[config.mk]
export PLATFORM = sky130hd
export DESIGN_NAME = board_scan_ctrl
export DESIGN_NICKNAME = d
export VERILOG_FILES = /design/src/rtl/ttt_pkg.sv /design/src/rtl/line_eval.sv /design/src/rtl/board_scan_ctrl.sv
export SDC_FILE = /design/constraint.sdc
export NUM_CORES = 1
export LEC_CHECK = 0
export ABC_AREA = 1
export BUFFER_PORTS_ARGS = -buffer_cell sky130_fd_sc_hd__buf_4
export CORE_AREA = 2 2 122 124
export CTS_CLUSTER_SIZE = 16
export DETAILED_ROUTE_END_ITERATION = 8
export DIE_AREA = 0 0 124 126
export GPL_ROUTABILITY_DRIVEN = 0
export PLACE_DENSITY = 0.55
export REMOVE_ABC_BUFFERS = 1
export SYNTH_ARGS = -nofsm -noshare
export SYNTH_HDL_FRONTEND = slang
export SYNTH_SLANG_ARGS = --single-unit
export TNS_END_PERCENT = 30
[constraint.sdc]
create_clock -name clk -period 1.5 [get_ports clk]
set_clock_uncertainty 0.15 [all_clocks]
set_input_delay 0 -clock clk [delete_from_list [all_inputs] [get_ports clk]]
set_output_delay 0 -clock clk [all_outputs]
set_load 0.02 [all_outputs]
[src/rtl/ttt_pkg.sv]
// Shared tic-tac-toe definitions: cell codes, winner encodings, scan FSM
// states and the table of the eight winning lines.
package ttt_pkg;

  localparam logic [7:0] CODE_EMPTY = 8'h00;
  localparam logic [7:0] CODE_X     = 8'h01;
  localparam logic [7:0] CODE_O     = 8'h02;

  localparam logic [1:0] WIN_NONE = 2'b00;
  localparam logic [1:0] WIN_X    = 2'b01;
  localparam logic [1:0] WIN_O    = 2'b10;
  localparam logic [1:0] WIN_BOTH = 2'b11;

  typedef logic [1:0] state_t;

  localparam state_t ST_IDLE = 2'd0;
  localparam state_t ST_SCAN = 2'd1;
  localparam state_t ST_EVAL = 2'd2;
  localparam state_t ST_DONE = 2'd3;

  // Cell indices of each line; entry l drives win_line[l].
  localparam logic [3:0] LINE_CELLS [8][3] = '{
    '{4'd0, 4'd1, 4'd2},
    '{4'd3, 4'd4, 4'd5},
    '{4'd6, 4'd7, 4'd8},
    '{4'd0, 4'd3, 4'd6},
    '{4'd1, 4'd4, 4'd7},
    '{4'd2, 4'd5, 4'd8},
    '{4'd0, 4'd4, 4'd8},
    '{4'd2, 4'd4, 4'd6}
  };

endpackage

[src/rtl/line_eval.sv]
// Combinational evaluation of a captured 3x3 board: completed lines,
// winner flags, board-full and illegal-code detection.
module line_eval
  import ttt_pkg::*;
#(
  parameter int unsigned CELL_W = 8
) (
  input  logic [8:0][CELL_W-1:0] cells,
  output logic [7:0]             win_line,
  output logic [1:0]             winner,
  output logic                   board_full,
  output logic                   invalid
);

  // Scan all cells and all lines; illegal codes never complete a line.
  always_comb begin
    win_line   = '0;
    winner     = WIN_NONE;
    board_full = 1'b1;
    invalid    = 1'b0;
    for (int i = 0; i < 9; i++) begin
      if (cells[i] == CELL_W'(CODE_EMPTY)) begin
        board_full = 1'b0;
      end
      if (cells[i] != CELL_W'(CODE_EMPTY) && cells[i] != CELL_W'(CODE_X) &&
          cells[i] != CELL_W'(CODE_O)) begin
        invalid = 1'b1;
      end
    end
    for (int l = 0; l < 8; l++) begin
      if (cells[LINE_CELLS[l][0]] == cells[LINE_CELLS[l][1]] &&
          cells[LINE_CELLS[l][1]] == cells[LINE_CELLS[l][2]]) begin
        if (cells[LINE_CELLS[l][0]] == CELL_W'(CODE_X)) begin
          win_line[l] = 1'b1;
          winner[0]   = 1'b1;
        end else if (cells[LINE_CELLS[l][0]] == CELL_W'(CODE_O)) begin
          win_line[l] = 1'b1;
          winner[1]   = 1'b1;
        end
      end
    end
  end

endmodule

[src/rtl/board_scan_ctrl.sv]
// Board scan sequencer: walks the 9:1 cell mux select, captures a shadow
// board, then registers the line evaluation results with a done pulse.
// Optional build macro BOARD_SCAN_AUTO_SCAN_EN adds a free-running rescan
// timer of SCAN_PERIOD cycles.
module board_scan_ctrl
  import ttt_pkg::*;
#(
  parameter int unsigned CELL_W = 8
`ifdef BOARD_SCAN_AUTO_SCAN_EN
  ,
  parameter int unsigned SCAN_PERIOD = 1000
`endif
) (
  input  logic              clk,
  input  logic              rst,
  input  logic              start,
  input  logic [CELL_W-1:0] cell_data,
  output logic [3:0]        sel,
  output logic              busy,
  output logic              done,
  output logic [1:0]        winner,
  output logic [7:0]        win_line,
  output logic              board_full,
  output logic              invalid
);

  state_t                  state;
  logic [8:0][CELL_W-1:0]  shadow;
  logic [7:0]              eval_line;
  logic [1:0]              eval_winner;
  logic                    eval_full;
  logic                    eval_invalid;
  logic                    scan_req;

`ifdef BOARD_SCAN_AUTO_SCAN_EN
  localparam int unsigned CNT_W = $clog2(SCAN_PERIOD);

  logic [CNT_W-1:0] period_cnt;

  // Free-running countdown; runs in every state and reloads on expiry.
  always_ff @(posedge clk) begin
    if (rst) begin
      period_cnt <= CNT_W'(SCAN_PERIOD - 1);
    end else if (period_cnt == '0) begin
      period_cnt <= CNT_W'(SCAN_PERIOD - 1);
    end else begin
      period_cnt <= period_cnt - 1'b1;
    end
  end

  // Expiry only matters in IDLE; the FSM ignores it elsewhere.
  assign scan_req = start | (period_cnt == '0);
`else
  assign scan_req = start;
`endif

  line_eval #(
    .CELL_W (CELL_W)
  ) u_line_eval (
    .cells      (shadow),
    .win_line   (eval_line),
    .winner     (eval_winner),
    .board_full (eval_full),
    .invalid    (eval_invalid)
  );

  // Scan FSM: capture nine cells, then latch results and pulse done.
  always_ff @(posedge clk) begin
    if (rst) begin
      state      <= ST_IDLE;
      sel        <= 4'd0;
      done       <= 1'b0;
      winner     <= WIN_NONE;
      win_line   <= '0;
      board_full <= 1'b0;
      invalid    <= 1'b0;
      shadow     <= '0;
    end else begin
      done <= 1'b0;
      case (state)
        ST_IDLE: begin
          sel <= 4'd0;
          if (scan_req) begin
            state <= ST_SCAN;
          end
        end
        ST_SCAN: begin
          shadow[sel] <= cell_data;
          if (sel == 4'd8) begin
            sel   <= 4'd0;
            state <= ST_EVAL;
          end else begin
            sel <= sel + 4'd1;
          end
        end
        ST_EVAL: begin
          winner     <= eval_winner;
          win_line   <= eval_line;
          board_full <= eval_full;
          invalid    <= eval_invalid;
          done       <= 1'b1;
          state      <= ST_DONE;
        end
        ST_DONE: begin
          state <= ST_IDLE;
        end
        default: begin
          state <= ST_IDLE;
          sel   <= 4'd0;
        end
      endcase
    end
  end

  // Busy covers capture and evaluation only.
  assign busy = (state == ST_SCAN) || (state == ST_EVAL);

endmodule

# ---- After elaboration in Yosys (flattened, before gate mapping)
# Index checks and enable logic that the tools add are counted.
dict set report word_totals {
  register_bits 91
  inputBits 11
  output_inout_bits 18
  wordCells 194
}
dict set report op_classes {
  n_addsub 1
  order_cmp 2
  n_eq_ne 50
  n_mux 76
  n_reduce_logical 49
}
# cell count
set ops {}
lappend ops {{$eq 8x8->1} 16}
lappend ops {{$bwmux 72} 1}
lappend ops {{$logic_not 8->1} 9}
lappend ops {{$ne 8x1->1 const B} 9}
lappend ops {{$ne 8x2->1 const B} 9}
lappend ops {{$reduce_bool 8->1} 9}
lappend ops {{$mux 1} 60}
lappend ops {{$eq 8x1->1 const B} 5}
lappend ops {{$eq 8x2->1 const B} 5}
lappend ops {{$demux 8 s4} 1}
lappend ops {{$logic_and 1x1->1} 27}
lappend ops {{$mux 2} 10}
lappend ops {{$mux 8} 1}
lappend ops {{$pmux 2 s4} 1}
lappend ops {{$pmux 4 s2} 1}
lappend ops {{$lt 4x5->1 const B} 1}
lappend ops {{$add 4x1->4 const B} 1}
lappend ops {{$eq 2x2->1 const B} 2}
lappend ops {{$eq 4x4->1 const B} 1}
lappend ops {{$ge 4x1->1 const B} 1}
lappend ops {{$mux 4} 1}
lappend ops {{$ne 2x2->1 const B} 2}
lappend ops {{$eq 2x1->1 const B} 1}
lappend ops {{$logic_not 2->1} 1}
lappend ops {{other kinds (3)} 3}

# ---- Longest topological paths before layout
dict set report logic_depth {
  word_depth 25
  ltp_mapped 13
  mapped_depth_nobuf 12
}

# ---- Cells and area by module
# A second synthesis with hierarchy kept.
dict set report unflattened {
  cells_unflattened 1011
  area_unflattened_um2 5928.2
}
# module n_inst cells_per_inst area_each_um2
set by_module_without_submodules {}
lappend by_module_without_submodules {board_scan_ctrl 1 442 3430.8}
lappend by_module_without_submodules {line_eval 1 569 2497.4}

# ---- Worst setup path after synthesis
# No wires, ideal clock.
dict set report synth_timing {
  path_type {flip-flop to flip-flop}
  start {reg sel[0]}
  end {reg state[1]}
  setup_time_ps 70
  arrival_time_ps 1486
  t_required_ps 1280
  slack_ps -205
  path_stages_with_launch 10
  path_buffers 0
  period_less_slack_ps 1705
  cell_sequence {dfxtp_1 inv_1 ha_1 nand3_1 inv_1 nor2_1 inv_1 o21ai_1 o21ai_0 a21oi_1}
}
dict set report synth_via {
  elab_chain_len 3
}
# element line
set synth_lines {}
lappend synth_lines {{start: declaration} board_scan_ctrl.sv:18} ;# output logic [3:0] sel,
lappend synth_lines {{start signal: assignment} board_scan_ctrl.sv:93} ;# sel <= sel + 4'd1;
lappend synth_lines {{$eq 4x4->1} board_scan_ctrl.sv:89} ;# if (sel == 4'd8) begin
lappend synth_lines {{$ne 2x2->1 (no source line)} n/a}
lappend synth_lines {{$reduce_and 2->1 (no source line)} n/a}
lappend synth_lines {{end signal: assignment} board_scan_ctrl.sv:84} ;# state <= ST_SCAN;
lappend synth_lines {{end signal: assignment} board_scan_ctrl.sv:91} ;# state <= ST_EVAL;
lappend synth_lines {{end signal: assignment} board_scan_ctrl.sv:102} ;# state <= ST_DONE;
lappend synth_lines {{end: declaration} board_scan_ctrl.sv:27} ;# state_t state;
# No other way between the ends.
# A chain may end at the register's enable or synchronous reset.

# ---- Final worst setup path
dict set report layout_timing {
  start {reg shadow[50] (netlist bit)}
  end {reg winner[0]}
}
dict set report layout_via {
  elab_chain_len 13
}
# element line
set layout_lines {}
lappend layout_lines {{start: declaration} board_scan_ctrl.sv:28} ;# logic [8:0][CELL_W-1:0] shadow;
lappend layout_lines {{start signal: indexed assignment} board_scan_ctrl.sv:88} ;# shadow[sel] <= cell_data;
lappend layout_lines {{$eq 8x1->1 or $eq 8x8->1 (tied branches)} {line_eval.sv:33, line_eval.sv:31}}
lappend layout_lines {{$mux 1 or $logic_and 1x1->1 (tied branches)} {line_eval.sv:33, line_eval.sv:31}}
lappend layout_lines {{$mux 2} line_eval.sv:31} ;# if (cells[LINE_CELLS[l][0]] == cells[LINE_CELLS[l][1]] &&
lappend layout_lines {{$mux 1} line_eval.sv:33} ;# if (cells[LINE_CELLS[l][0]] == CELL_W'(CODE_X)) begin
lappend layout_lines {{$mux 2} line_eval.sv:31}
lappend layout_lines {{$mux 1} line_eval.sv:33}
lappend layout_lines {{$mux 2} line_eval.sv:31}
lappend layout_lines {{$mux 1} line_eval.sv:33}
lappend layout_lines {{$mux 2} line_eval.sv:31}
lappend layout_lines {{$mux 1} line_eval.sv:33}
lappend layout_lines {{$mux 2} line_eval.sv:31}
lappend layout_lines {{$mux 1} line_eval.sv:33}
lappend layout_lines {{$mux 2 *} line_eval.sv:31}
lappend layout_lines {{end signal: assignment} board_scan_ctrl.sv:97} ;# winner <= eval_winner;
lappend layout_lines {{end: declaration} board_scan_ctrl.sv:21} ;# output logic [1:0] winner,
# Every way passes the cells marked *; elsewhere a longest branch is shown, timed or not.

==> results.toml <==
[detailed_routing]
drc_errors = 0
viasPerCell = 5.14
wl_um = 22800
drt-initial-drc-count = 633
drt.antenna.violating_nets = 0
firstDrtPassIters = 5
wire_per_inst_um = 17.1
vias = 6844

[status]
violations = "setup timing"
status = "finished with violations"

[worst_setup_path]
cpMostUsedCell = "nand2_1"
crit_path_top_delay_cell = "dfxtp_4"
cp.arrival_ns = 1.71
required_ns = 1.62
critPathKind = "reg2reg"
cp_cell_sequence = "inv_1, buf_4, nand3_1, nand2_1, o21ai_1, nor2_1, nand2_1, nand2_1, nand2_1, nand3_1, nand2_1, inv_1"
crit_path_start = "shadow[50]"
r2r-start = "shadow[50]"
crit_path_end_kind = "flip-flop"
crit_path_start_kind = "flip-flop"
critPathMaxStageDelay_ns = 0.38
cp_max_fo = 4

[synthesis]
synth-main-ff-cell = "dfxtp_1"
synth_warnings = 0
ys_types = 37
yosysTopAreaCell = "dfxtp_1"
postSynthCellCount = 909
synth.most_common_cell = "nand2_1"
synth.top_cell.area_share = 0.325
synthTopCellsByArea = "dfxtp_1, nand2_1, a21oi_1"
synth-edff-count = 0
synth_top_cells_by_count = "nand2_1, nor2_1, dfxtp_1"
synth_area_per_cell_um2 = 6.17
synth-async-reset-ratio = 0
synth_seq_area_share = 0.325
synth_seq_cells = 91
synth_area_mm2 = 0.00561

[place]
dp_slack_ns = -0.199
place_area_mm2 = 0.00756
portBuffers = 28
dpl.hpwl_um = 15900

[sta]
fin_crit_ns = 1.60
finalMaxSlewViolations = 0
tightest_slew_ns = 0.417
min_period_over_period = 1.07
rsz0062_at_grt = "true"
slew_headroom = 0.721
finalSetupViolCount = 15
clock.fmax_mhz = 626
finalWorstSetupSlack_ns = -0.0976
hold_viol = 0

[floorplanning]
start_util = 0.392
num_io_pins = 29
dieHeight_um = 126
rows = 44
die_w_um = 124
core-area_mm2 = 0.0143
dieArea_mm2 = 0.0156

[clocking]
cts-root-buf = "clkbuf_16"
cts_tree = "built"
cts_buffers = 9
clk_path_buf_depth = 2
cts_sinks = 91
worstSkewPairLatency_ns = 0.36
htree_num_levels = 3
clkTransAtPathRegs_ns = 0.07

[grt]
met3_usage = 0.0394
antenna_found_initial = 0
grt_util_met2 = 0.448
met1_usage = 0.419
busiest_layer = "met2"
grt_overflow_total = 0
grt_pass1_vias = 6240
track_usage = 0.292
grt_max_degree = 41
grt_first_pass_wirelength_um = 34400

[finish]
fillers = 1318
drive_above_1_share = 0.440
diodes = 0
layout.nets = 1161
area_growth_syn_to_layout_pct = 60.1
fin_area_mm2 = 0.00898

[min_path]
hold_class = "reg2reg"
hp-start = "win_line[5]"

[pwr]
power_w = 0.00993
p_leak_nw = 4.28
powerDensity_mw_per_mm2 = 1110
vdd_ir_drop_max_uv = 675

[run]
maxCapViolCount = 0
sequential cells by signal, summed over array words and instances, names as in the netlist:
name	count
win_line	8
board_full	1
shadow	72
winner	2
sel	4
invalid	1
state	2
done	1
cell families (layout without fill, tap and decap cells):
group                    after synthesis  in the layout  synth area share
XOR/XNOR                              35             35            0.0547
buffers and inverters                133            372            0.0990
AND/OR/NAND/NOR                      454            454             0.331
AO/OA/AOI/OAI                        189            189             0.175
adder cells (fa/ha/maj)                7              7            0.0156
flip-flops                            91             91             0.325
metal layers:
metal / routed length (µm) / vias up
met1: 10400 / 3171
met5: 0 / -
met4: 598 / 0
met2: 10400 / 233
met3: 1370 / 37
li1: - / 3403
layout by cell type (no fill, tap or decap), drive strengths merged, types with 8 or more instances in the layout:
cell type      n
buf          242
xor2          23
dfxtp         91
clkbuf        14
nand3         35
nor2         108
xnor2         12
nand2        277
dlygate4sd3   10
nand4         17
inv          101
o21ai         89
nor3           8
a21oi         92
through the flow:
stage / util / hold slack (ns) / setup TNS, ns / instances
final: 0.627 / 0.316 / -0.655 / 1332
after global routing: 0.627 / 0.349 / -3.66 / 1332
after CTS: 0.585 / 0.322 / -0.376 / 1325
after detailed placement: 0.528 / 0.181 / -6.43 / 1291
after global placement: 0.528 / 0.182 / -6.35 / 1291
after floorplan: - / -0.0876 / -7.38 / 877
report_power, final:
group | switching, W | total, W | internal (W)
clock network | 0.00103 | 0.00270 | 0.00167
logic | 0.00249 | 0.00440 | 0.00191
registers | 0.000187 | 0.00283 | 0.00264
total | 0.00371 | 0.00993 | 0.00622
timing repair:
action,CTS,global route
hold buffers,10,0
hold endpoints to repair,87,0
gates resized for setup,157,188
buffers inserted,7,4
gates cloned,2,3
pin swaps,40,53
setup endpoints to repair,70,84
area by class of cell:
class	instances	area, µm²	share of cell area
clock buffer	11	243	0.0270
sequential	91	1910	0.213
inverter	101	404	0.0450
clock inverter	5	100	0.0111
multi-input combinational	685	3840	0.428
timing repair buffer	255	2250	0.250
tap	184	230	0.0256
worst max-delay path: cells and delay by family, from the launching register on:
kind	cells	cell delay (ns)
AO/OA/AOI/OAI	1	0.13
AND/OR/NAND/NOR	8	0.61
buffers and inverters	3	0.23
flip-flops	1	0.38
path summary, 6_finish.rpt:
path / cells after the start / slack (ns) / to
worst max-delay path: 12 / -0.1 / winner[0]
worst max register to register: 12 / -0.1 / winner[0]
worst min register to register: 2 / 0.32 / win_line[5]
worst min-delay path: 2 / 0.32 / win_line[5]
(Power assumes the default switching activity.)
